--- src/rtl/alu_core.sv ---
// Registered single-cycle ALU: eight operations selected by Alu_CTRL.
// Result and C/Z/N flags update on every rising clk edge.
module alu_core #(
  parameter int unsigned WIDTH = 32
) (
  input  logic             clk,
  input  logic             rst,
  input  logic [WIDTH-1:0] A,
  input  logic [WIDTH-1:0] B,
  input  logic [2:0]       Alu_CTRL,
  output logic [WIDTH-1:0] out,
  output logic             C,
  output logic             Z,
  output logic             N
);

  typedef enum logic [2:0] {
    OP_ADD = 3'b000,
    OP_SUB = 3'b001,
    OP_MUL = 3'b010,
    OP_AND = 3'b011,
    OP_OR  = 3'b100,
    OP_XOR = 3'b101,
    OP_SHL = 3'b110,
    OP_SHR = 3'b111
  } alu_op_e;

  alu_op_e            op;
  logic [4:0]         shamt;
  logic [WIDTH:0]     add_ext;
  logic [WIDTH:0]     sub_ext;
  logic [2*WIDTH-1:0] prod;
  logic [WIDTH:0]     shl_ext;
  logic [WIDTH:0]     shr_ext;
  logic [WIDTH-1:0]   nxt_out;
  logic               nxt_c;

  assign op    = alu_op_e'(Alu_CTRL);
  assign shamt = B[4:0];

  // Shifts run one bit wider so the last bit shifted out lands in the
  // extra position; a zero shift leaves a zero there, giving C=0.
  always_comb begin
    add_ext = {1'b0, A} + {1'b0, B};
    sub_ext = {1'b0, A} + {1'b0, ~B} + (WIDTH+1)'(1);
    prod    = {{WIDTH{1'b0}}, A} * {{WIDTH{1'b0}}, B};
    shl_ext = {1'b0, A} << shamt;
    shr_ext = {A, 1'b0} >> shamt;
  end

  always_comb begin
    nxt_out = '0;
    nxt_c   = 1'b0;
    case (op)
      OP_ADD: begin
        nxt_out = add_ext[WIDTH-1:0];
        nxt_c   = add_ext[WIDTH];
      end
      OP_SUB: begin
        nxt_out = sub_ext[WIDTH-1:0];
        nxt_c   = sub_ext[WIDTH];
      end
      OP_MUL: begin
        nxt_out = prod[WIDTH-1:0];
        nxt_c   = |prod[2*WIDTH-1:WIDTH];
      end
      OP_AND: nxt_out = A & B;
      OP_OR:  nxt_out = A | B;
      OP_XOR: nxt_out = A ^ B;
      OP_SHL: begin
        nxt_out = shl_ext[WIDTH-1:0];
        nxt_c   = shl_ext[WIDTH];
      end
      OP_SHR: begin
        nxt_out = shr_ext[WIDTH:1];
        nxt_c   = shr_ext[0];
      end
      default: begin
        nxt_out = '0;
        nxt_c   = 1'b0;
      end
    endcase
  end

  always_ff @(posedge clk or posedge rst) begin
    if (rst) begin
      out <= '0;
      C   <= 1'b0;
      Z   <= 1'b1;
      N   <= 1'b0;
    end else begin
      out <= nxt_out;
      C   <= nxt_c;
      Z   <= ~|nxt_out;
      N   <= nxt_out[WIDTH-1];
    end
  end

endmodule

--- config.mk ---
export PLATFORM = sky130hd
export DESIGN_NAME = alu_core
export DESIGN_NICKNAME = d
export VERILOG_FILES = /design/src/rtl/alu_core.sv
export SDC_FILE = /design/constraint.sdc
export NUM_CORES = 2
export LEC_CHECK = 0
export CAP_MARGIN = 10
export CORE_MARGIN = 4
export CORE_UTILIZATION = 55
export CTS_CLUSTER_SIZE = 25
export DETAILED_ROUTE_END_ITERATION = 6
export PLACE_DENSITY = 0.74
export SYNTH_ARGS = -nofsm -noshare
export SYNTH_HDL_FRONTEND = slang
export SYNTH_SLANG_ARGS = --single-unit
--- constraint.sdc ---
create_clock -name clk -period 1.2 [get_ports clk]
set_clock_uncertainty 0.15 [all_clocks]
set_input_delay 0.12 -clock clk [delete_from_list [all_inputs] [get_ports clk]]
set_output_delay 0.12 -clock clk [all_outputs]
set_load 0.05 [all_outputs]
# Yosys cells after proc, flatten, opt, wreduce, memory -nomap -nowiden
# Cells that the tools add are included.
# totals
ff_bits	35
input_bits	69
output_inout_bits	35
# op_classes
addsub	3
mul	1
eq_ne	7
shifts	2
muxes	2
bitwise	4
n_reduce_logical	4
# op_table
cell	n
$pmux 32 s8	1
$add 32x32->33	2
$mul 32x32->64	1
$reduce_or 32->1	2
$add 33x1->33 const B	1
$shl 32x5->33	1
$shr 33x5->33	1
$and 32x32->32	1
$not 32->32	1
$or 32x32->32	1
$xor 32x32->32	1
$eq 3x3->1 const B	4
$eq 3x2->1 const B	2
$pmux 1 s5	1
$eq 3x1->1 const B	1
$logic_not 3->1	1
$logic_not 1->1	1

# Longest topological paths before layout
# depth
ltp_word	6
mapped_depth	37
depth_no_buf	31

# Least setup slack after synthesis
# Ideal clock, no wire load.
# synth_timing
path_type	input-to-reg
from	input port B[3]
to	register C
t_arrival_ns	8.814
required_time_ns	0.921
slack_ns	-7.893
stages	34
path_buffers	7
path_cell_list	clkbuf_1 > clkbuf_1 > clkbuf_1 > clkbuf_1 > buf_1 > clkbuf_1 > nand2_1 > fa_1 > fa_1 > inv_1 > fa_1 > inv_1 > fa_1 > inv_1 > fa_1 > fa_1 > inv_1 > fa_1 > fa_1 > inv_1 > ha_1 > clkbuf_1 > a21oi_1 > o21ai_0 > a21oi_1 > o21ai_0 > nor3_1 > o21ai_0 > a21boi_0 > xnor2_1 > or4b_1 > nor4_1 > nand4_1 > o41a_1
# synth_between
elab_chain_len	4
elab_cells_between_ends	9
# synth_lines
item	line	text
from (decl)	9	input logic [WIDTH-1:0] B,
branches (longest 3 deep; another with $mul 32x32->64)	n/a	
$pmux 1 s5 *	54	case (op)
named net nxt_c	36	logic nxt_c;
to (signal assigned)	93	C <= nxt_c;
to (decl)	12	output logic C,
# Mark *: on every way through the listed nets, which the timed path passes.

# Worst setup path in the final report
# layout_timing
from	input port A[5]
to	register C
# layout_between
elab_chain_len	3
elab_cells_between_ends	8
# layout_lines
item	line	text
from (decl)	8	input logic [WIDTH-1:0] A,
$mul 32x32->64 or $add 32x32->33 (tied branches)	46, 45	
$reduce_or 32->1 or $add 33x1->33 (tied branches)	65, 45	
$pmux 1 s5 *	54	
named net nxt_c	36	
# Mark *: on every way through the listed nets, which the timed path passes. The rest lies on a longest branch.

==> results.md <==
- Starting Density: 0.557
- GP Congestion: 1.10
- Final setup vio count: 36
- Core region area: 74800 um^2
- Post-synth EDFFs: 0
- Actual slew at the worst max-slew pin: about 860 ps
- CP most frequent cell: fa_1
- Tmin final: 8410 ps
- Final slew viol count: 0
- Final worst-path cycle share: 7.01
- Critical path depth: 39
- Gr ovfl total: 0
- CTS Buffer Depth: 2
- Post-Syn Nets: 6273
- Die width: 283 um
- Non-Filler Instances: 7050
- Initial antenna violation count: 30
- Setup crit end kind: flip-flop
- Mapped Area: 41700 um^2
- FILL cells: 4851
- Final hold viol count: 0
- All-Layer GR Usage: 0.479
- Clock-pin slew on the worst setup and hold paths: 70 ps
- Crit. Startpoint: A[5]
- DR vias/cell: 6.45
- Die area: 80200 um^2
- Critical path startpoint category: input pin
- Synth Area per Inst: 8.43 um^2
- CP peak stage delay: approximately 580 ps
- Synth Register Bits: 34
- Crit Path Max Fanout: 5
- Distinct cells, synth: 92
- Relative slew margins: 0.423
- I/O pin count: 104
- Post-Route WL: 213 mm
- PortBufs: ~100
- Inst Count DP: 6768
- Nets: 7380
- Share of cells above drive strength 1: 0.345
- Crit path capture: C
- Post-Syn Instances: 4946
- Drt pass-1 iters: 7
- Hold Slack: 32.2 ps
- Post-synth ARST share: 1.00
- Violations in the final reports: DRC, setup timing
- Crit path max-delay family: adder cells
- Antenna-violating nets left: 0
- Area delta synth->final: 40.7%
- WP data required: 1230 ps
- RSZ-0062 raised after global routing: yes
- WL/cell: 30.2 um
- Die Ht: between 200 and 300 um
- Kind of path behind the tightest hold check: in -> async
- CTS tree: built
- Worst EP arrival: 8450 ps
- Final worst slack: -7210 ps
- CTS Buf Count: 5
- Root buffer cell: clkbuf_16
- Synthesis Warnings: 0
- Post-place setup slack: -7900 ps
- Vias in the first global route: about 45000
- MaxCap Viol Count: 0
- Register area share after synthesis: 0.0204
- Starting DRT DRC Count: 6329
- Fmax: 119 MHz
- DR vias: ~45000
- HPWL after detailed placement: 158 mm
- H-tree depth: 2
- First-pass GRT wire length: 286 mm
- Ys flop type: dfrtp_1
- DRC violations left: 175
- Largest net degree at the start of global routing: 63
- Crit path buf inv count: 17
- Core Rows: 100
- Slowest cell on crit path: fa_1
- Cts hold-fix bufs: 0
- Crit Path Category: in -> reg
- CTS sink cnt: 34
- Outcome: complete, but fails checks
## registers in the layout (all words and copies together) (netlist names)
name	flops
out	31
C	1
N	1
Z	1
## layout by cell type, fill, tap and decap left out, drive strengths merged, types with 24 or more instances in the layout
cell,count
nor2,802
o211ai,27
nand4,37
a21o,28
nand3,28
xnor2,51
clkbuf,25
ha,360
a211oi,33
mux2i,45
o21ai,147
nor3,41
inv,830
mux4,57
o21bai,24
nand2,540
diode,27
buf,1393
dfrtp,33
a21oi,197
fa,898
## metrics by stage
step                      TNS [ps]  area, um^2   util
after floorplan            -154720       42700      -
after global placement     -196010       52400  0.700
after detailed placement   -197520       52400  0.700
after CTS                  -165970       55700  0.745
after global routing       -177570       58600  0.783
final                      -177890       58600  0.784
## worst min-delay path by stage
stage                     start  end  cells after the start
final                       rst    C                      3
after global routing        rst    C                      3
after CTS                   rst    C                      3
after detailed placement    rst    C                      3
after global placement      rst    C                      3
after floorplan             rst    C                      1
## synthesized netlist by cell type (20+ instances only)
library cell	instances	area, um^2
a211oi_1	32	240
a21o_1	28	210
a21oi_1	197	986
a221oi_1	22	193
a31oi_1	20	125
buf_1	71	267
buf_2	27	135
clkbuf_1	214	803
clkinv_1	26	97.6
dfrtp_1	33	826
fa_1	898	18000
ha_1	360	4500
inv_1	823	3090
mux2_2	22	248
mux2i_1	45	450
mux4_2	43	968
nand2_1	540	2030
nand2b_1	22	138
nand3_1	28	140
nand4_1	37	231
nor2_1	802	3010
nor3_1	41	205
nor4_1	21	131
o211ai_1	27	203
o21ai_0	142	711
o21bai_1	24	180
xnor2_1	51	447
xor2_1	22	193
## what timing repair did
action | CTS | global route
setup buffers | 138 | 106
resized for setup | 750 | 490
endpoints found under the setup margin | 36 | 38
cloned | 3 | 8
pin swaps | 247 | 175
## metal layers
layer / share of wire / track usage
met2: 0.41 / 0.709
met1: 0.32 / 0.582
met3: 0.15 / 0.141
met5: 0.00076 / 0
met4: 0.12 / 0.391
## worst min-delay path: cells and delay by family
kind / cells / cell delay [ps]
buffers and inverters: 3 / 740
## cell families after synthesis
| group | share of synthesized area |
|---|---|
| AND/OR/NAND/NOR | 0.157 |
| adder cells (fa/ha/maj) | 0.539 |
| buffers and inverters | 0.112 |
| AO/OA/AOI/OAI | 0.107 |
| multiplexers | 0.0491 |
| XOR/XNOR | 0.0153 |
| flip-flops | 0.0204 |
## layout make-up
class / instances / area [um^2] / area share
sequential: 34 / 853 / 0.0146
tap: 969 / 1210 / 0.0207
timing repair inverter: 1 / 8.76 / 0.000149
antenna: 27 / 67.6 / 0.00115
timing repair buffer: 1433 / 13700 / 0.234
clock buffer: 5 / 125 / 0.00213
multi-input combinational: 3725 / 39200 / 0.668
inverter: 853 / 3420 / 0.0583
clock inverter: 3 / 68.8 / 0.00117
Power is left out: the tool's default activity adds up to more than one toggle a clock period on the data nets, which glitch-free logic cannot reach.
